**src/rtl/lcd_controller_if.sv**
```systemverilog
// Four-phase req/ack byte channel from the bus-side LCD interface to lcd_controller.
// The master drives the byte and holds req high; the slave answers with an ack level.
interface lcd_controller_if;
  logic [7:0] ctrl_data;
  logic       ctrl_data_is_cmd;
  logic       ctrl_data_req;
  logic       ctrl_data_ack;

  modport master (
    output ctrl_data, ctrl_data_is_cmd, ctrl_data_req,
    input  ctrl_data_ack
  );

  modport slave (
    input  ctrl_data, ctrl_data_is_cmd, ctrl_data_req,
    output ctrl_data_ack
  );
endinterface

```
**src/rtl/lcd_controller.sv**
```systemverilog
// HD44780 8-bit write sequencer: latch byte, setup, E strobe, execution wait, then four-phase ack.
// All outputs registered; LCD_INIT_SEQ_EN adds a power-on wait plus the fixed panel init sequence.
module lcd_controller #(
  parameter int SETUP_CYCLES      = 2,
  parameter int E_PULSE_CYCLES    = 25,
  parameter int CMD_WAIT_CYCLES   = 2500,
  parameter int CLEAR_WAIT_CYCLES = 100000,
  parameter int POWERON_CYCLES    = 1000000
) (
  input  logic            clk,
  input  logic            rst,
  lcd_controller_if.slave ctrl,
  output logic            lcd_rs,
  output logic            lcd_rw,
  output logic            lcd_e,
  output logic [7:0]      lcd_data,
  output logic            ready
);

  function automatic int max2(input int a, input int b);
    return (a > b) ? a : b;
  endfunction

  localparam int MAXP = max2(max2(max2(SETUP_CYCLES, E_PULSE_CYCLES),
                                  max2(CMD_WAIT_CYCLES, CLEAR_WAIT_CYCLES)), POWERON_CYCLES);
  localparam int CW = $clog2(MAXP) + 1;

  localparam logic [CW-1:0] SETUP_LD = CW'(SETUP_CYCLES - 1);
  localparam logic [CW-1:0] PULSE_LD = CW'(E_PULSE_CYCLES - 1);
  localparam logic [CW-1:0] CMD_LD   = CW'(CMD_WAIT_CYCLES - 1);
  localparam logic [CW-1:0] CLEAR_LD = CW'(CLEAR_WAIT_CYCLES - 1);

`ifdef LCD_INIT_SEQ_EN
  typedef enum logic [2:0] {PWR_WAIT, INIT, IDLE, SETUP, PULSE, WAIT, ACK} state_e;
  localparam state_e        RST_STATE = PWR_WAIT;
  localparam logic [CW-1:0] RST_CNT   = CW'(POWERON_CYCLES - 1);
`else
  typedef enum logic [2:0] {IDLE, SETUP, PULSE, WAIT, ACK} state_e;
  localparam state_e        RST_STATE = IDLE;
  localparam logic [CW-1:0] RST_CNT   = '0;
`endif

  state_e        state_q, state_d;
  logic [CW-1:0] cnt_q, cnt_d;
  logic [7:0]    data_q, data_d;
  logic          rs_q, rs_d;
  logic          e_q, e_d;
  logic          ack_q, ack_d;
  logic          ready_q, ready_d;
  logic          clear_wait;

`ifdef LCD_INIT_SEQ_EN
  logic       init_q, init_d;
  logic [2:0] idx_q, idx_d;

  function automatic logic [7:0] init_byte(input logic [2:0] idx);
    case (idx)
      3'd0, 3'd1, 3'd2: return 8'h30;
      3'd3:             return 8'h38;
      3'd4:             return 8'h0C;
      3'd5:             return 8'h01;
      default:          return 8'h06;
    endcase
  endfunction

  assign clear_wait = init_q || (!rs_q && (data_q == 8'h01 || data_q == 8'h02));
`else
  assign clear_wait = !rs_q && (data_q == 8'h01 || data_q == 8'h02);
`endif

  always_comb begin
    state_d = state_q;
    cnt_d   = cnt_q;
    data_d  = data_q;
    rs_d    = rs_q;
    e_d     = e_q;
    ack_d   = ack_q;
`ifdef LCD_INIT_SEQ_EN
    init_d  = init_q;
    idx_d   = idx_q;
`endif
    unique case (state_q)
`ifdef LCD_INIT_SEQ_EN
      PWR_WAIT: begin
        if (cnt_q == '0) state_d = INIT;
        else             cnt_d   = cnt_q - CW'(1);
      end
      INIT: begin
        data_d  = init_byte(idx_q);
        rs_d    = 1'b0;
        cnt_d   = SETUP_LD;
        state_d = SETUP;
      end
`endif
      IDLE: begin
        // ready_q gates the very first cycle after reset, before ready is visible
        if (ready_q && ctrl.ctrl_data_req) begin
          data_d  = ctrl.ctrl_data;
          rs_d    = !ctrl.ctrl_data_is_cmd;
          cnt_d   = SETUP_LD;
          state_d = SETUP;
        end
      end
      SETUP: begin
        if (cnt_q == '0) begin
          e_d     = 1'b1;
          cnt_d   = PULSE_LD;
          state_d = PULSE;
        end else begin
          cnt_d = cnt_q - CW'(1);
        end
      end
      PULSE: begin
        if (cnt_q == '0) begin
          e_d     = 1'b0;
          cnt_d   = clear_wait ? CLEAR_LD : CMD_LD;
          state_d = WAIT;
        end else begin
          cnt_d = cnt_q - CW'(1);
        end
      end
      WAIT: begin
        if (cnt_q != '0) begin
          cnt_d = cnt_q - CW'(1);
`ifdef LCD_INIT_SEQ_EN
        end else if (init_q) begin
          if (idx_q == 3'd6) begin
            init_d  = 1'b0;
            state_d = IDLE;
          end else begin
            idx_d   = idx_q + 3'd1;
            state_d = INIT;
          end
`endif
        end else if (ctrl.ctrl_data_req) begin
          ack_d   = 1'b1;
          state_d = ACK;
        end else begin
          // requester already withdrew: skip the ack phase entirely
          state_d = IDLE;
        end
      end
      ACK: begin
        if (!ctrl.ctrl_data_req) begin
          ack_d   = 1'b0;
          state_d = IDLE;
        end
      end
      default: state_d = IDLE;
    endcase
    ready_d = (state_d == IDLE);
  end

  always_ff @(posedge clk) begin
    if (rst) begin
      state_q <= RST_STATE;
      cnt_q   <= RST_CNT;
      data_q  <= 8'h00;
      rs_q    <= 1'b0;
      e_q     <= 1'b0;
      ack_q   <= 1'b0;
      ready_q <= 1'b0;
`ifdef LCD_INIT_SEQ_EN
      init_q  <= 1'b1;
      idx_q   <= 3'd0;
`endif
    end else begin
      state_q <= state_d;
      cnt_q   <= cnt_d;
      data_q  <= data_d;
      rs_q    <= rs_d;
      e_q     <= e_d;
      ack_q   <= ack_d;
      ready_q <= ready_d;
`ifdef LCD_INIT_SEQ_EN
      init_q  <= init_d;
      idx_q   <= idx_d;
`endif
    end
  end

  assign ctrl.ctrl_data_ack = ack_q;
  assign lcd_rs             = rs_q;
  assign lcd_rw             = 1'b0;
  assign lcd_e              = e_q;
  assign lcd_data           = data_q;
  assign ready              = ready_q;

endmodule

```
**src/flat_wrapper.sv**
```systemverilog
// flat-port wrapper written by rule: the top's interface ports become plain ports
module lcd_controller_flat 
#(
  parameter int SETUP_CYCLES      = 2,
  parameter int E_PULSE_CYCLES    = 25,
  parameter int CMD_WAIT_CYCLES   = 2500,
  parameter int CLEAR_WAIT_CYCLES = 100000,
  parameter int POWERON_CYCLES    = 1000000
)
  (clk, rst, lcd_rs, lcd_rw, lcd_e, lcd_data, ready, ctrl_ctrl_data, ctrl_ctrl_data_is_cmd, ctrl_ctrl_data_req, ctrl_ctrl_data_ack);
  lcd_controller_if ctrl_i ();
  input  logic clk;
  input  logic rst;
  output logic lcd_rs;
  output logic lcd_rw;
  output logic lcd_e;
  output logic [7:0] lcd_data;
  output logic ready;
  input wire logic [$bits(ctrl_i.ctrl_data)-1:0] ctrl_ctrl_data;
  input wire logic [$bits(ctrl_i.ctrl_data_is_cmd)-1:0] ctrl_ctrl_data_is_cmd;
  input wire logic [$bits(ctrl_i.ctrl_data_req)-1:0] ctrl_ctrl_data_req;
  output wire logic [$bits(ctrl_i.ctrl_data_ack)-1:0] ctrl_ctrl_data_ack;
  assign ctrl_i.ctrl_data = ctrl_ctrl_data;
  assign ctrl_i.ctrl_data_is_cmd = ctrl_ctrl_data_is_cmd;
  assign ctrl_i.ctrl_data_req = ctrl_ctrl_data_req;
  assign ctrl_ctrl_data_ack = ctrl_i.ctrl_data_ack;
  lcd_controller #(.SETUP_CYCLES(SETUP_CYCLES), .E_PULSE_CYCLES(E_PULSE_CYCLES), .CMD_WAIT_CYCLES(CMD_WAIT_CYCLES), .CLEAR_WAIT_CYCLES(CLEAR_WAIT_CYCLES), .POWERON_CYCLES(POWERON_CYCLES)) u_core (.clk(clk), .rst(rst), .ctrl(ctrl_i), .lcd_rs(lcd_rs), .lcd_rw(lcd_rw), .lcd_e(lcd_e), .lcd_data(lcd_data), .ready(ready));
endmodule
```
**config.mk**
```make
export PLATFORM = sky130hd
export DESIGN_NAME = lcd_controller_flat
export DESIGN_NICKNAME = d
export VERILOG_FILES = /design/src/rtl/lcd_controller_if.sv /design/src/rtl/lcd_controller.sv /design/src/flat_wrapper.sv
export SDC_FILE = /design/constraint.sdc
export NUM_CORES = 1
export LEC_CHECK = 0
export ABC_CLOCK_PERIOD_IN_PS = 6300
export CAP_MARGIN = 25
export CELL_PAD_IN_SITES_DETAIL_PLACEMENT = 1
export CELL_PAD_IN_SITES_GLOBAL_PLACEMENT = 2
export CORE_MARGIN = 2
export CORE_UTILIZATION = 36
export DETAILED_ROUTE_END_ITERATION = 10
export GPL_ROUTABILITY_DRIVEN = 0
export PLACE_DENSITY = 0.92
export SYNTH_ARGS = -nofsm -noshare
export SYNTH_HDL_FRONTEND = slang
export SYNTH_SLANG_ARGS = --single-unit
```
**constraint.sdc**
```tcl
create_clock -name clk -period 6.3 [get_ports clk]
set_input_delay 1.26 -clock clk [delete_from_list [all_inputs] [get_ports clk]]
set_output_delay 1.26 -clock clk [all_outputs]
set_load 0.005 [all_outputs]
```
### Word level (Yosys, flattened, before mapping)

Cells that the tools add are included.

| word-level totals | value |
|---|---|
| logic and storage cells | 57 |
| input bits | 12 |
| output and inout port bits | 13 |
| register bits after elaboration | 36 |

| operators by class | value |
|---|---|
| add/subtract/negate cells | 1 |
| reductions and logical operators | 16 |
| equal/unequal tests | 13 |
| mux-type cells | 20 |

Operators by type and width:

| operator | number |
|---|---|
| $mux 21 | 4 |
| $pmux 21 s4 | 1 |
| $logic_not 21->1 | 1 |
| $reduce_bool 21->1 | 1 |
| $sub 21x1->21 const B | 1 |
| $mux 3 | 6 |
| $mux 17 | 1 |
| $pmux 3 s5 | 1 |
| $eq 8x1->1 const B | 1 |
| $eq 8x2->1 const B | 1 |
| $ne 2x1->1 const B | 4 |
| $eq 3x2->1 const B | 2 |
| $logic_not 3->1 | 2 |
| $ne 2x2->1 const B | 3 |
| $reduce_and 3->1 | 2 |
| $mux 1 | 5 |
| $pmux 1 s2 | 2 |
| $reduce_and 4->1 | 1 |
| $reduce_bool 2->1 | 2 |
| $reduce_bool 4->1 | 1 |
| $eq 3x1->1 const B | 1 |
| $eq 3x3->1 const B | 1 |
| $logic_and 1x1->1 | 2 |
| $logic_not 1->1 | 2 |
| 2 further kinds | 2 |

### Depth between registers and ports, before layout

| depth | value |
|---|---|
| depth in word-level cells | 6 |
| depth in mapped cells | 8 |
| gate-level depth less buffers | 7 |

### Worst setup path after synthesis

OpenSTA, ideal clock, no wires.

| timing path | value |
|---|---|
| kind | input -> register |
| from | input port ctrl_ctrl_data_req |
| to | register u_core.data_q[1] (netlist: u_core.lcd_data[1]) |
| data required time | 6.172 ns |
| library setup time | 0.128 ns |
| slack | 3.904 ns |
| path buffers | 1 |
| stages on the path | 5 |
| arrival time | 2.269 ns |
| path through | nand2_1 nor4_1 buf_2 mux2i_1 nor2_1 |

| on the way | value |
|---|---|
| cells in the longest elaborated chain, start to end | 2 |

Ends and longest elaborated chain:

| what | RTL line | RTL |
|---|---|---|
| start, declared | flat_wrapper.sv:21 | `input wire logic [$bits(ctrl_i.ctrl_data_req)-1:0] ctrl_ctrl_data_req;` |
| $logic_and 1x1->1 | lcd_controller.sv:97 | `if (ready_q && ctrl.ctrl_data_req) begin` |
| $reduce_and 2->1 (no line) | -- |  |
| end signal, assigned | lcd_controller.sv:170 | `data_q <= data_d;` |
| end, declared | lcd_controller.sv:45 | `logic [7:0] data_q, data_d;` |

Every way passes these cells.
A chain may end at the register's enable or synchronous reset.

### Final worst setup path

| timing path | value |
|---|---|
| from | input port ctrl_ctrl_data_req |
| to | register u_core.cnt_q[17] |

| on the way | value |
|---|---|
| cells in the longest elaborated chain, start to end | 3 |

Ends and longest elaborated chain:

| what | RTL line | RTL |
|---|---|---|
| $logic_and 1x1->1 | lcd_controller.sv:97 |  |
| $ne 2x1->1 (no line) | -- |  |
| $reduce_and 3->1 (no line) | -- |  |
| end signal, assigned | lcd_controller.sv:169 | `cnt_q <= cnt_d;` |
| end, declared | lcd_controller.sv:44 | `logic [CW-1:0] cnt_q, cnt_d;` |

Every way passes these cells.

==> results <==
- The run finished with clean final reports.
- The sequential area share after synthesis is 0.3386.
- Counting both buffers and inverters, the worst setup path holds a total of 1.
- The maximum buffer depth of the clock tree is 2.
- Leaving out fill and tap cells, the most frequent cells in the layout are sky130_fd_sc_hd__dfxtp_1, sky130_fd_sc_hd__nor2_1, sky130_fd_sc_hd__clkdlybuf4s50_1, sky130_fd_sc_hd__a21oi_1, sky130_fd_sc_hd__nor3_1.
- The net count after synthesis is 262.
- Of the cells placed in the final design, the portion with a size suffix greater than 1 is 0.1086.
- The highest fanout seen on the critical path is 8.
- After the last flow step, the layout net total stands at 279.
- The final cell area excluding filler cells is 2529 um2.
- For this run, design rule violations remaining after detail routing come to 0.
- The CTS buffer count is 5.
- The initial detailed-routing violation count is 132.
- The final max-slew violation count is 0.
- Clock latency on the worst-skew pair, taken at its later pin, is 0.30 ns.
- Data on the critical path is required at its endpoint by 6.49 ns.
- The hold buffer count at CTS is 0.
- The filler cell count is 712.
- The critical-path cell with the highest stage delay is sky130_fd_sc_hd__clkdlybuf4s50_1.
- Traced cell by cell, the critical path runs through clkdlybuf4s50_1 > nand2_1 > a21oi_1 > o31a_1 > o22ai_1 > mux2_2.
- Clock skew on the completed layout was measured at 0.01098 ns.
- The first-pass GRT wire length is 10.74 mm.
- The number of antenna violations at the first check in global routing came to 0.
- The cell at the root of the clock tree is sky130_fd_sc_hd__clkbuf_8.
- The instance count on the critical path is 6.
- The worst hold path class is reg2reg.
- Of the available clock period, the critical path in the final layout requires 0.4430.
- The final count of hold timing violations came to 0.
- The worst-margin pin slew is 1.091 ns.
- The number of global-route vias before repair was 2054.
- After synthesis the netlist holds a flip-flop and latch count of 36.
- The number of diodes added for antenna fixing is 0.
- The pre-antenna-repair detailed-routing pass consisted of 4 iterations.
- The number of input and output port buffers inserted is 23.
- The total number of yosys warnings is 0.
- The die is 80.89 um wide.
- The die covers 6543 um2.
- The TritonCTS clock tree is built.
- Across the run, the number of max-cap violations was 0.
- The number of instances in the synthesized netlist is 249.
- The number of library cell types mapped by synthesis is 61.
- The total cell area at the placement stage is 2402 um2.
- The die extent in y is 80.89 um.
- The async set-or-reset flop fraction in the synthesized netlist is 0.
- Once the clock tree was built, the setup fixing pass inserted 0 buffers.
- Headroom to the max-slew limit came out at 0.2723.
- The synthesis-to-finish area growth is 18.81%.
- The detailed placer's ending HPWL is 4.775 mm.
- The initialized floorplan defines 28 standard-cell rows.
- Setup violations remaining at the end of the flow were counted as 0.
- Yosys attributes the largest share of cell area to sky130_fd_sc_hd__dfxtp_1, sky130_fd_sc_hd__mux2i_1, sky130_fd_sc_hd__nor2_1.
- STA classifies the critical path startpoint as an input port.
- The mean cell area of the mapped netlist is 8.547 um2.
- The critical path in this run is classified as in2reg.
- The main flop type after synthesis is sky130_fd_sc_hd__dfxtp_1.
- The total via count in the routed design is 2083.
- The largest net degree at the start of global routing is 39.
- In the final routed layout, each cell accounts on average for 19.65 um.
- For this design the top-level I/O count stands at 25.
- The data arrival time of the critical path is 2.98 ns.
- In this run the number of H-tree levels came out at 2.
- Leaving out fill and tap cells, the most frequent cell in the layout is sky130_fd_sc_hd__dfxtp_1.
- The via density per instance is 6.091.
- The number of antenna-violating nets in the routed design is 0.
- The largest single stage delay on the critical path is 0.57 ns.
- The core region is 5816 um2.
- The number of gates given a new drive strength after cts is 0.
- The total negative setup slack is 0 ns.
- The mapped netlist covers 2128 um2.
- Across every metal layer, demand over resource in global routing totals 0.2144.
- The clock-pin slew on the worst setup and hold paths is 0.08 ns.
- Setup repair after global routing left no endpoint under its margin.
- The number of cells on the worst reg-to-reg path is 7.
- STA classifies the critical path endpoint as a flop.
- Summed over all instances, the cell type with the most area after synthesis is sky130_fd_sc_hd__dfxtp_1.
- Timing would allow up to 0.3583 GHz.
- The initial core utilization is 0.3660.
- The global-route congestion overflow total is 0.
- The final critical-path required period is 2.791 ns.
- The aggregate routed wire length is 6.722 mm.
- The portion of synthesized cell area occupied by the leading cell type is 0.3386.
- The clock net sink count is 36.
- Counting flops with a built-in enable in the synthesized netlist gives 0.
- On the critical path the largest part of the delay comes from compound AO/OA/AOI/OAI gates.
- The number of cells on the worst hold path is 1.
## cell usage after synthesis, drive strengths merged, types with 4 or more instances
master and instances:
nor3 17, a21oi 15, o22ai 8, xor2 4, or4 4, nand2 12, or3 6, a31oi 9
nand3 5, clkbuf 6, nor4 9, buf 10, and2 4, nand4 5, inv 6, mux2i 11
o21ai 11, nor2 24, dfxtp 36
## stage by stage
step	hold slack, ns	setup WS, ns	util	std cells
3_5_place_dp	0.4704	3.236	0.4131	334
6_report	0.4825	3.509	0.4348	342
5_1_grt	0.4947	3.460	0.4348	342
2_1_floorplan	0.4537	3.904	-	249
4_1_cts	0.4823	3.532	0.4348	342
3_3_place_gp	0.4622	3.290	0.4118	333
## path summary, 6_finish.rpt
| kind | slack (ns) | to | from |
|---|---|---|---|
| max | 3.51 | u_core.cnt_q[17]$_SDFFE_PP0P_ | ctrl_ctrl_data_req |
| min | 0.48 | u_core.cnt_q[20]$_SDFFE_PP0P_ | u_core.cnt_q[20]$_SDFFE_PP0P_ |
| max reg2reg | 3.69 | u_core.cnt_q[11]$_SDFFE_PP0P_ | u_core.cnt_q[0]$_SDFFE_PP0P_ |
| min reg2reg | 0.48 | u_core.cnt_q[20]$_SDFFE_PP0P_ | u_core.cnt_q[20]$_SDFFE_PP0P_ |
## layer usage
| metal | GRT usage | up-vias | wire, um |
|---|---|---|---|
| li1 | - | 993 | - |
| met3 | 0.03778 | 7 | 301 |
| met1 | 0.2929 | 1045 | 3071 |
| met4 | 0.06610 | 0 | 95 |
| met2 | 0.3438 | 38 | 3254 |
| met5 | 0 | - | 0 |
## final cells by class
type,instances,area (um2),share of cell area
inverters,6,22.52,0.008906
flip-flops and latches,36,720.7,0.2850
repair buffers,26,252.7,0.09995
clock buffers,7,96.34,0.03810
well taps,75,93.84,0.03711
multi-input cells,191,1313,0.5190
clock inverters,1,30.03,0.01188
## kinds of logic (layout without fill, tap and decap cells)
| logic type | Yosys count | in the layout | share of synthesized area |
|---|---|---|---|
| xor+xnor | 4 | 4 | 0.01646 |
| compound gates | 71 | 71 | 0.2387 |
| other cells | 1 | 1 | 0.001762 |
| mux | 13 | 13 | 0.06232 |
| fa+ha+maj | 1 | 1 | 0.005878 |
| buf+inv | 22 | 40 | 0.04762 |
| flops | 36 | 36 | 0.3386 |
| simple gates | 101 | 101 | 0.2886 |
## flip-flops by register name, summed over array words and instances, names as in the netlist
| register | count |
|---|---|
| u_core.cnt_q | 21 |
| u_core.lcd_data | 8 |
| u_core.state_q | 3 |
| u_core.ctrl.ctrl_data_ack | 1 |
| u_core.lcd_e | 1 |
| u_core.lcd_rs | 1 |
| u_core.ready | 1 |
Power is not shown: default switching activity piles up to over one toggle a cycle in this logic, so the estimate is an artifact.
